**src/rtl/wb_burst_master_if.sv**
```systemverilog
// Wishbone B3 bus bundle between the burst initiator and the SDRAM port's slave side.
interface wb_burst_master_if;
    logic [31:0] wb_adr_o;
    logic [31:0] wb_dat_o;
    logic [3:0]  wb_sel_o;
    logic        wb_we_o;
    logic        wb_cyc_o;
    logic        wb_stb_o;
    logic [2:0]  wb_cti_o;
    logic [1:0]  wb_bte_o;
    logic [31:0] wb_dat_i;
    logic        wb_ack_i;
    logic        wb_err_i;

    modport master (
        output wb_adr_o, wb_dat_o, wb_sel_o, wb_we_o, wb_cyc_o, wb_stb_o, wb_cti_o, wb_bte_o,
        input  wb_dat_i, wb_ack_i, wb_err_i
    );

    modport slave (
        input  wb_adr_o, wb_dat_o, wb_sel_o, wb_we_o, wb_cyc_o, wb_stb_o, wb_cti_o, wb_bte_o,
        output wb_dat_i, wb_ack_i, wb_err_i
    );
endinterface

```
**src/rtl/wb_burst_master.sv**
```systemverilog
// Wishbone B3 incrementing-burst initiator (linear / wrap4/8/16) driven by a
// command plus write-data stream; read data returns as one-cycle pulses.
//
// state     | meaning
// S_IDLE    | no cycle open, cmd_ready high
// S_RD      | read burst, stb held until the final ack
// S_WR      | write beat on the bus, waiting for ack
// S_WR_WAIT | write cycle open, stb low, waiting for wdat_valid
module wb_burst_master #(
    parameter int LEN_WIDTH = 4,
    parameter int TIMEOUT   = 255
) (
    input  logic                 wb_clk,
    input  logic                 wb_rst_n,
    input  logic                 cmd_valid,
    output logic                 cmd_ready,
    input  logic                 cmd_we,
    input  logic [31:0]          cmd_adr,
    input  logic [LEN_WIDTH-1:0] cmd_len,
    input  logic [1:0]           cmd_bte,
    input  logic                 wdat_valid,
    output logic                 wdat_ready,
    input  logic [31:0]          wdat,
    input  logic [3:0]           wsel,
    output logic                 rdat_valid,
    output logic [31:0]          rdat,
    output logic                 done,
    output logic                 err,
    wb_burst_master_if.master    wb
);

    localparam int TW     = $clog2(TIMEOUT + 2);
    localparam int TO_LIM = (TIMEOUT > 0) ? TIMEOUT - 1 : 0;

    typedef enum logic [1:0] {S_IDLE, S_RD, S_WR, S_WR_WAIT} state_t;

    state_t               state_q, state_d;
    logic [31:0]          adr_q, adr_d;
    logic [31:0]          dat_q, dat_d;
    logic [3:0]           sel_q, sel_d;
    logic                 we_q, we_d;
    logic                 cyc_q, cyc_d;
    logic                 stb_q, stb_d;
    logic [2:0]           cti_q, cti_d;
    logic [1:0]           bte_q, bte_d;
    logic [LEN_WIDTH-1:0] beats_q, beats_d;
    logic [TW-1:0]        to_cnt_q, to_cnt_d;
    logic [31:0]          rdat_q, rdat_d;
    logic                 rdat_valid_q, rdat_valid_d;
    logic                 done_q, done_d;
    logic                 err_q, err_d;

    logic stall, beat_ok, abort, last_beat;

    // Wrap modes keep the carry inside the wrap field so the burst stays in its aligned block.
    function automatic logic [31:0] adr_next(input logic [31:0] a, input logic [1:0] bte);
        case (bte)
            2'b01:   adr_next = {a[31:4], a[3:0] + 4'd4};
            2'b10:   adr_next = {a[31:5], a[4:0] + 5'd4};
            2'b11:   adr_next = {a[31:6], a[5:0] + 6'd4};
            default: adr_next = a + 32'd4;
        endcase
    endfunction

    always_comb begin
        state_d      = state_q;
        adr_d        = adr_q;
        dat_d        = dat_q;
        sel_d        = sel_q;
        we_d         = we_q;
        cyc_d        = cyc_q;
        stb_d        = stb_q;
        cti_d        = cti_q;
        bte_d        = bte_q;
        beats_d      = beats_q;
        rdat_d       = rdat_q;
        rdat_valid_d = 1'b0;
        done_d       = 1'b0;
        err_d        = 1'b0;
        wdat_ready   = 1'b0;
        cmd_ready    = (state_q == S_IDLE);

        stall     = stb_q & ~wb.wb_ack_i & ~wb.wb_err_i;
        beat_ok   = stb_q & wb.wb_ack_i & ~wb.wb_err_i;
        abort     = stb_q & (wb.wb_err_i |
                    ((TIMEOUT != 0) && stall && (to_cnt_q == TW'(TO_LIM))));
        last_beat = (beats_q == '0);

        case (state_q)
            S_IDLE: begin
                if (cmd_valid) begin
                    we_d    = cmd_we;
                    bte_d   = cmd_bte;
                    adr_d   = cmd_adr & 32'hFFFF_FFFC;
                    beats_d = cmd_len;
                    cyc_d   = 1'b1;
                    cti_d   = (cmd_len == '0) ? 3'b000 : 3'b010;
                    stb_d   = ~cmd_we;
                    state_d = cmd_we ? S_WR_WAIT : S_RD;
                end
            end
            S_RD: begin
                if (beat_ok) begin
                    rdat_d       = wb.wb_dat_i;
                    rdat_valid_d = 1'b1;
                end
            end
            S_WR_WAIT: begin
                wdat_ready = 1'b1;
                if (wdat_valid) begin
                    dat_d   = wdat;
                    sel_d   = wsel;
                    stb_d   = 1'b1;
                    state_d = S_WR;
                end
            end
            S_WR: begin
                wdat_ready = beat_ok & ~last_beat;
                if (beat_ok && !last_beat) begin
                    if (wdat_valid) begin
                        dat_d = wdat;
                        sel_d = wsel;
                    end else begin
                        stb_d   = 1'b0;
                        state_d = S_WR_WAIT;
                    end
                end
            end
            default: state_d = S_IDLE;
        endcase

        // Beat accounting shared by read and write bursts.
        if ((state_q == S_RD) || (state_q == S_WR)) begin
            if (abort) begin
                cyc_d   = 1'b0;
                stb_d   = 1'b0;
                done_d  = 1'b1;
                err_d   = 1'b1;
                state_d = S_IDLE;
            end else if (beat_ok) begin
                if (last_beat) begin
                    cyc_d   = 1'b0;
                    stb_d   = 1'b0;
                    done_d  = 1'b1;
                    state_d = S_IDLE;
                end else begin
                    adr_d   = adr_next(adr_q, bte_q);
                    beats_d = beats_q - 1'b1;
                    cti_d   = (beats_q > 1) ? 3'b010 : 3'b111;
                end
            end
        end

        to_cnt_d = (stall && stb_d) ? to_cnt_q + 1'b1 : '0;
    end

    always_ff @(posedge wb_clk or negedge wb_rst_n) begin
        if (!wb_rst_n) begin
            state_q      <= S_IDLE;
            adr_q        <= '0;
            dat_q        <= '0;
            sel_q        <= '0;
            we_q         <= 1'b0;
            cyc_q        <= 1'b0;
            stb_q        <= 1'b0;
            cti_q        <= '0;
            bte_q        <= '0;
            beats_q      <= '0;
            to_cnt_q     <= '0;
            rdat_q       <= '0;
            rdat_valid_q <= 1'b0;
            done_q       <= 1'b0;
            err_q        <= 1'b0;
        end else begin
            state_q      <= state_d;
            adr_q        <= adr_d;
            dat_q        <= dat_d;
            sel_q        <= sel_d;
            we_q         <= we_d;
            cyc_q        <= cyc_d;
            stb_q        <= stb_d;
            cti_q        <= cti_d;
            bte_q        <= bte_d;
            beats_q      <= beats_d;
            to_cnt_q     <= to_cnt_d;
            rdat_q       <= rdat_d;
            rdat_valid_q <= rdat_valid_d;
            done_q       <= done_d;
            err_q        <= err_d;
        end
    end

    assign wb.wb_adr_o = adr_q;
    assign wb.wb_dat_o = dat_q;
    assign wb.wb_sel_o = sel_q;
    assign wb.wb_we_o  = we_q;
    assign wb.wb_cyc_o = cyc_q;
    assign wb.wb_stb_o = stb_q;
    assign wb.wb_cti_o = cti_q;
    assign wb.wb_bte_o = bte_q;
    assign rdat_valid  = rdat_valid_q;
    assign rdat        = rdat_q;
    assign done        = done_q;
    assign err         = err_q;

endmodule

```
**src/flat_wrapper.sv**
```systemverilog
// flat-port wrapper written by rule: the top's interface ports become plain ports
module wb_burst_master_flat 
#(
    parameter int LEN_WIDTH = 4,
    parameter int TIMEOUT   = 255
)
  (wb_clk, wb_rst_n, cmd_valid, cmd_ready, cmd_we, cmd_adr, cmd_len, cmd_bte, wdat_valid, wdat_ready, wdat, wsel, rdat_valid, rdat, done, err, wb_wb_adr_o, wb_wb_dat_o, wb_wb_sel_o, wb_wb_we_o, wb_wb_cyc_o, wb_wb_stb_o, wb_wb_cti_o, wb_wb_bte_o, wb_wb_dat_i, wb_wb_ack_i, wb_wb_err_i);
  wb_burst_master_if wb_i ();
  input  logic wb_clk;
  input  logic wb_rst_n;
  input  logic cmd_valid;
  output logic cmd_ready;
  input  logic cmd_we;
  input  logic [31:0] cmd_adr;
  input  logic [LEN_WIDTH-1:0] cmd_len;
  input  logic [1:0] cmd_bte;
  input  logic wdat_valid;
  output logic wdat_ready;
  input  logic [31:0] wdat;
  input  logic [3:0] wsel;
  output logic rdat_valid;
  output logic [31:0] rdat;
  output logic done;
  output logic err;
  output wire logic [$bits(wb_i.wb_adr_o)-1:0] wb_wb_adr_o;
  output wire logic [$bits(wb_i.wb_dat_o)-1:0] wb_wb_dat_o;
  output wire logic [$bits(wb_i.wb_sel_o)-1:0] wb_wb_sel_o;
  output wire logic [$bits(wb_i.wb_we_o)-1:0] wb_wb_we_o;
  output wire logic [$bits(wb_i.wb_cyc_o)-1:0] wb_wb_cyc_o;
  output wire logic [$bits(wb_i.wb_stb_o)-1:0] wb_wb_stb_o;
  output wire logic [$bits(wb_i.wb_cti_o)-1:0] wb_wb_cti_o;
  output wire logic [$bits(wb_i.wb_bte_o)-1:0] wb_wb_bte_o;
  input wire logic [$bits(wb_i.wb_dat_i)-1:0] wb_wb_dat_i;
  input wire logic [$bits(wb_i.wb_ack_i)-1:0] wb_wb_ack_i;
  input wire logic [$bits(wb_i.wb_err_i)-1:0] wb_wb_err_i;
  assign wb_wb_adr_o = wb_i.wb_adr_o;
  assign wb_wb_dat_o = wb_i.wb_dat_o;
  assign wb_wb_sel_o = wb_i.wb_sel_o;
  assign wb_wb_we_o = wb_i.wb_we_o;
  assign wb_wb_cyc_o = wb_i.wb_cyc_o;
  assign wb_wb_stb_o = wb_i.wb_stb_o;
  assign wb_wb_cti_o = wb_i.wb_cti_o;
  assign wb_wb_bte_o = wb_i.wb_bte_o;
  assign wb_i.wb_dat_i = wb_wb_dat_i;
  assign wb_i.wb_ack_i = wb_wb_ack_i;
  assign wb_i.wb_err_i = wb_wb_err_i;
  wb_burst_master #(.LEN_WIDTH(LEN_WIDTH), .TIMEOUT(TIMEOUT)) u_core (.wb_clk(wb_clk), .wb_rst_n(wb_rst_n), .cmd_valid(cmd_valid), .cmd_ready(cmd_ready), .cmd_we(cmd_we), .cmd_adr(cmd_adr), .cmd_len(cmd_len), .cmd_bte(cmd_bte), .wdat_valid(wdat_valid), .wdat_ready(wdat_ready), .wdat(wdat), .wsel(wsel), .rdat_valid(rdat_valid), .rdat(rdat), .done(done), .err(err), .wb(wb_i));
endmodule
```
**config.mk**
```make
export PLATFORM = sky130hd
export DESIGN_NAME = wb_burst_master_flat
export DESIGN_NICKNAME = d
export VERILOG_FILES = /design/src/rtl/wb_burst_master_if.sv /design/src/rtl/wb_burst_master.sv /design/src/flat_wrapper.sv
export SDC_FILE = /design/constraint.sdc
export NUM_CORES = 1
export LEC_CHECK = 0
export ABC_AREA = 1
export CAP_MARGIN = 10
export CORE_UTILIZATION = 46
export CTS_CLUSTER_SIZE = 24
export DETAILED_ROUTE_END_ITERATION = 8
export PLACE_DENSITY_LB_ADDON = 0.25
export SETUP_SLACK_MARGIN = 0.15
export SLEW_MARGIN = 10
export SYNTH_ARGS = -nofsm -noshare
export SYNTH_HDL_FRONTEND = slang
export SYNTH_SLANG_ARGS = --single-unit
```
**constraint.sdc**
```tcl
create_clock -name wb_clk -period 1.9 [get_ports wb_clk]
set_input_delay 0.19 -clock wb_clk [delete_from_list [all_inputs] [get_ports wb_clk]]
set_output_delay 0.19 -clock wb_clk [all_outputs]
set_load 0.005 [all_outputs]
```
; Word-level counts from Yosys, hierarchy flattened
; Cells that the tools add are included.
; Widths: inputs -> output; s select.
[totals]
regBits = 126
latchBits = 0
mem_bits_rw = 0
romBits = 0
inputBits = 113
output_inout_bits = 113
wordCells = 123
mem_count = 0
[classes]
add_sub_neg = 6
multipliers = 0
div = 0
order_cmp = 1
eq_ne = 11
n_shift = 0
mux = 62
bitwise = 11
reduce_logical = 14
[op_table]
columns = operator, n
row1 = $mux 32, 8
row2 = $pmux 32 s3, 1
row3 = $pmux 32 s2, 1
row4 = $add 32x3->32 const B, 1
row5 = $mux 4, 8
row6 = $mux 1, 22
row7 = $mux 3, 7
row8 = $mux 2, 10
row9 = $ne 5x5->1 const B, 3
row10 = $add 9x1->9 const B, 1
row11 = $eq 9x8->1 const B, 1
row12 = $mux 9, 1
row13 = $eq 2x2->1 const B, 4
row14 = $logic_not 4->1, 2
row15 = $pmux 4 s2, 1
row16 = $reduce_and 2->1, 4
row17 = $add 6x3->6 const B, 1
row18 = $and 1x1->1, 6
row19 = $pmux 2 s3, 1
row20 = $add 5x3->5 const B, 1
row21 = $add 4x3->4 const B, 1
row22 = $eq 2x1->1 const B, 2
row23 = $gt 4x1->1 const B, 1
row24 = $not 1->1, 4
row25 = other kinds (11), 13

; Depth between registers and ports, before layout
[depth]
depth_word = 11
mapped_depth = 11
mapped_depth_nobuf = 11

; Worst setup path after synthesis
; OpenSTA, ideal clock, no wires.
[synth_path]
path_type = register to register
from = register u_core.state_q[1]
to = register u_core.adr_q[3] (netlist: u_core.wb.wb_adr_o[3])
setup_ns = 0.082
arrival_time_ns = 1.605
t_required_ns = 1.818
slack_ns = 0.213
path_stages_with_launch = 9
n_path_buf = 2
period_less_slack_ns = 1.687
cell_sequence = dfrtp_1 > inv_1 > ha_1 > nand2_1 > inv_1 > buf_2 > buf_1 > nand2_1 > a31oi_1
[synth_between]
elab_chain_len = 6
word_cells_on_any_way = 9
classes_between = eq/ne: 2 / mux: 5 / reduce/logical: 2
[synth_lines]
columns = item, line_no
row1 = from (decl), wb_burst_master.sv:37  ; state_t state_q, state_d;
row2 = from (signal assigned), wb_burst_master.sv:175  ; state_q <= state_d;
row3 = $logic_not 2->1 *, n/a
row4 = net cmd_ready, flat_wrapper.sv:12  ; output logic cmd_ready;
row5 = $mux 32 *, wb_burst_master.sv:89  ; case (state_q)
row6 = $mux 32, wb_burst_master.sv:141  ; if (last_beat) begin
row7 = $mux 32, wb_burst_master.sv:140  ; end else if (beat_ok) begin
row8 = $mux 32, wb_burst_master.sv:134  ; if (abort) begin
row9 = $mux 32 *, wb_burst_master.sv:133  ; if ((state_q == S_RD) || (state_q == S_WR)) begin
row10 = net u_core.adr_d[3], wb_burst_master.sv:38  ; logic [31:0] adr_q, adr_d;
row11 = to (signal assigned), wb_burst_master.sv:176  ; adr_q <= adr_d;
row12 = to (decl), wb_burst_master.sv:38
; Mark *: on every way through the listed nets, which the timed path passes. The rest lies on a longest branch.
; A chain may end at the register's enable or synchronous reset.

; Worst setup path in the final report
[layout_path]
from = register u_core.bte_q[1] (netlist: u_core.wb.wb_bte_o[1])
to = output wb_wb_bte_o[1]
[layout_rtl]
columns = item, line_no
row1 = from (decl), wb_burst_master.sv:45  ; logic [1:0] bte_q, bte_d;
row2 = from (signal assigned), wb_burst_master.sv:183  ; bte_q <= bte_d;
row3 = to (decl), flat_wrapper.sv:32  ; output wire logic [$bits(wb_i.wb_bte_o)-1:0] wb_wb_bte_o;
; No word-level cell between the ends.

==> reports/results.txt <==
The run finished with clean final reports. The detailed router's first-iteration violation count came out at 400. For this configuration, the core starts out at a cell density of 48.0%.

After synthesis the cells add up to 6770 µm². The area of the multi-input gates came out at 3130 µm². Cells fill 72.5% of the core in the end. In the layout the commonest cells are nand2_1, clkdlybuf4s50_1, dfrtp_1, inv_1, nor2_1. Setup repair after global routing could not meet its margin everywhere.

In the final routing, the length of wire on met1 measures 8070 µm. In this run the tool buffered the top-level ports with 223 buffer cells. The run gives 0 as the final count of hold timing violations. The number of synthesized flops with an enable pin is 0, and the cell count of the worst reg-to-reg path is 10. The number of antenna diodes in the final layout is 0. The logs give 36 for the count of different cell masters after synthesis and 14.0 mW for the total power consumption of the routed design. The path class of the lowest-slack min-delay path was primary input to async pin. For this run, design rule violations remaining after detail routing come to 0. STA puts the critical path data arrival time at 1520 ps.

After floorplanning, the core was divided into 43 placement rows. The most common cell after layout, fill and taps aside is nand2_1. The worst-case clock buffer depth was 2; the aggregate global routing overflow was 0. The final clock skew is 4.91 ps. For the max-cap check violation count, the log shows 0.

The longest individual stage delay on the worst path is 580 ps, and the buffer and inverter count on the worst path is 1. Synthesis handed over a netlist of 878 instances. Using the TritonRoute via totals, the vias-per-cell ratio works out to 5.03. The number of warning messages in the yosys log is 0, and the number of clock sinks is 126. The post-route netlist has 13.0% of its cells at a drive strength greater than 1. Subtracting the final worst setup slack from the clock period gives 1710 ps. The switching share of total power works out to 34.9%. The synthesized netlist net count came out at 1,002. Broken down by cell family, the worst path's largest delay share belongs to buffers and inverters.

The layout has 1,097 filler cells. In this run, flip-flops and latches consume 32.5% of the power. Total core area: 14,100 µm². In the final routed layout, each cell accounts on average for 14.7 µm. For the total die area, the log shows 15,200 µm². Of all nets on the critical path, the largest fanout is 6. The number of nets with antenna violations after detailed routing is 0, and the power spent charging and discharging nets is 4.88 mW. In this run the critical register-to-register path is captured at u_core.wb.wb_adr_o[24]. In the synthesized netlist the dominant register cell turns out to be dfrtp_1.

The analysis attributes to cell leakage a power of 4.80 nW. The tools report the clock latency on the worst-skew pair as 420 ps. CTS placed an instance of clkbuf_16 at the clock tree root. 226 I/O pins were placed. Synthesis inferred 126 register bits. The slowest stage of the critical path is the clkdlybuf4s50_1 cell.

Following the worst setup path forward leads to its endpoint at wb_wb_bte_o[1]. The timing startpoint of the critical path was u_core.wb.wb_bte_o[1]. Registers take 3160 µm². For this run, the total global-route usage over all layers was measured as 25.7%. The highest achievable clock rate is 584 MHz. The met2 routed wirelength was 9430 µm; the cell area power density was 1370 nW/µm².

The clock-pin slew on the worst setup and hold paths was 60 ps; the power share of the combinational group was 42.5%. The power share of the clock group was 25.1%. The congestion estimate from routability-driven global placement came to 0.911.

CTS built an H-tree with a depth of 4. The number of global-route vias before repair was 6,157; the vias after detailed routing was 6,658. The area growth from synthesis to layout is 51.0%. For this run, asynchronously set or reset flops after synthesis account for 100%.

The logs give 188 ps for the setup slack of the critical path after layout and 19,500 µm for the final routed wirelength across all metal layers. The post-route fraction of the period consumed by the critical path was 90.1%; the post-layout net count was 1,256. The total clock buffers created by CTS is 17. Timing analysis after detailed placement gives a worst setup slack of 31.9 ps. For the pin with the worst max-slew slack, the measured transition is 424 ps.

The detailed route wirelength on metal3 was 1550 µm. The detailed router used layers up to and including met4. For the number of max-slew violations in the final report, the log shows 0.

The beginning of the worst register-to-register path is u_core.beats_q[0]. Across the VDD grid, the largest voltage drop is 0.000793 V. Sequential elements use 46.6% of the synthesized area.

For the critical path required time, the log shows 1710 ps. TritonCTS built the clock tree. The placed wire-length estimate after detailed placement is 13,300 µm, and the final number of setup-violating endpoints is 0. The worst setup path is of the flop to output port kind. Traced cell by cell, the critical path runs through clkdlybuf4s50_1. Entering global routing, the biggest net connects 68 pins. The die is 123 µm wide. The run gives 190 ps as the setup slack on the worst flop-to-flop path.

In this run the tightest slew margin relative to its limit is 71.6%. Endpoint type of the worst setup path: an output port. The tools report the critical path startpoint category as a flop. For the number of detailed-route iterations in the first pass, the log shows 5. The die is 123 µm tall. Adding up every negative setup slack in the final design gives 0 ps.

For the number of antenna violations at the first check in global routing, the log shows 0. Cell internal power was estimated by the tool at 9.13 mW. The first global-routing pass estimated 30,100 µm of wire.

The number of logic stages on the critical path including buffering is 1, and the synthesized area per cell is 7.71 µm².
[registers in the layout, indices dropped and copies added (netlist names)]
signal / count
u_core.wb.wb_stb_o: 1
u_core.to_cnt_q: 9
u_core.rdat: 32
u_core.wb.wb_cti_o: 3
u_core.state_q: 2
u_core.err: 1
u_core.wb.wb_cyc_o: 1
u_core.beats_q: 4
u_core.done: 1
u_core.wb.wb_bte_o: 2
u_core.wb.wb_sel_o: 4
u_core.wb.wb_we_o: 1
u_core.rdat_valid: 1
u_core.wb.wb_dat_o: 32
u_core.wb.wb_adr_o: 32
[cell usage after synthesis (2+ instances only)]
| cell | count | area (µm²) |
|---|---|---|
| nand2_1 | 324 | 1220 |
| dfrtp_1 | 126 | 3150 |
| inv_1 | 95 | 357 |
| nor2_1 | 68 | 255 |
| nand3_1 | 59 | 295 |
| o21ai_0 | 40 | 200 |
| o21ai_2 | 37 | 324 |
| a21oi_1 | 25 | 125 |
| o211ai_1 | 13 | 97.6 |
| buf_2 | 11 | 55.1 |
| ha_1 | 11 | 138 |
| buf_6 | 9 | 101 |
| nor3_1 | 9 | 45.0 |
| clkbuf_1 | 8 | 30.0 |
| xor2_1 | 7 | 61.3 |
| nand4_1 | 4 | 25.0 |
| buf_4 | 3 | 22.5 |
| nand2_2 | 3 | 18.8 |
| nor2_4 | 3 | 33.8 |
| o21bai_1 | 3 | 22.5 |
| a21boi_0 | 2 | 15.0 |
| a31oi_1 | 2 | 12.5 |
| nand3_4 | 2 | 35.0 |
| xnor2_1 | 2 | 17.5 |
[power groups by stage]
stage,registers (mW),logic (mW),clock network [mW]
6_report,4.55,5.95,3.51
5_1_grt,4.68,6.60,3.68
4_1_cts,4.51,5.76,3.56
3_5_place_dp,4.52,5.69,0
3_3_place_gp,4.49,5.58,0
2_1_floorplan,4.48,2.73,0
[repair_timing]
item	4_1_cts	5_1_grt
endpoints found under the hold margin	59	0
endpoints found under the setup margin	4	34
resized for setup	8	35
buffers inserted	2	8
hold buffers	1	0
cloned	0	2
pin swaps	1	11
[worst min path at each step]
stage	endpoint	slack [ps]	cells after the start
final	u_core.wb.wb_adr_o[9]	190	2
after global routing	u_core.wb.wb_adr_o[9]	220	2
after CTS	u_core.wb.wb_adr_o[9]	190	2
after detailed placement	u_core.wb.wb_adr_o[9]	90	1
after global placement	u_core.wb.wb_adr_o[10]	90	1
after floorplan	u_core.beats_q[0]	-110	0
[logic make-up (layout without fill, tap and decap cells)]
kind of cell               count (synthesis)  count (layout)  synth area share, %
buffers and inverters                    128             394                 8.47
and+or+nand+nor                          477             477                 29.2
AOI/OAI and AO/OA                        127             127                 12.6
xor gates and xnor gates                   9               9                 1.17
adders and majority gates                 11              11                 2.03
DFF                                      126             126                 46.6
[final cells by class]
type | count | area share (%)
Inverter | 96 | 3.53
Clock buffer | 19 | 4.43
Multi-Input combinational cell | 624 | 30.6
Sequential cell | 126 | 30.9
Tap cell | 180 | 2.20
Clock inverter | 12 | 1.80
Timing Repair Buffer | 267 | 26.5
[stage by stage]
stage               hold slack (ps)  instances  area (µm²)
finish                          193       1324       10200
global route                    217       1324       10200
CTS                             188       1314       10000
detailed placement             90.4       1280        9340
global placement               87.3       1280        9340
floorplan                      -106        878        6770
[layer usage]
| layer | GRT usage, % | up-vias |
|---|---|---|
| li1 | - | 3289 |
| met1 | 33.7 | 3042 |
| met2 | 41.1 | 285 |
| met3 | 7.47 | 42 |
| met4 | 7.15 | 0 |
| met5 | 0 | - |
No activity file was read; power rests on OpenSTA's default activity.
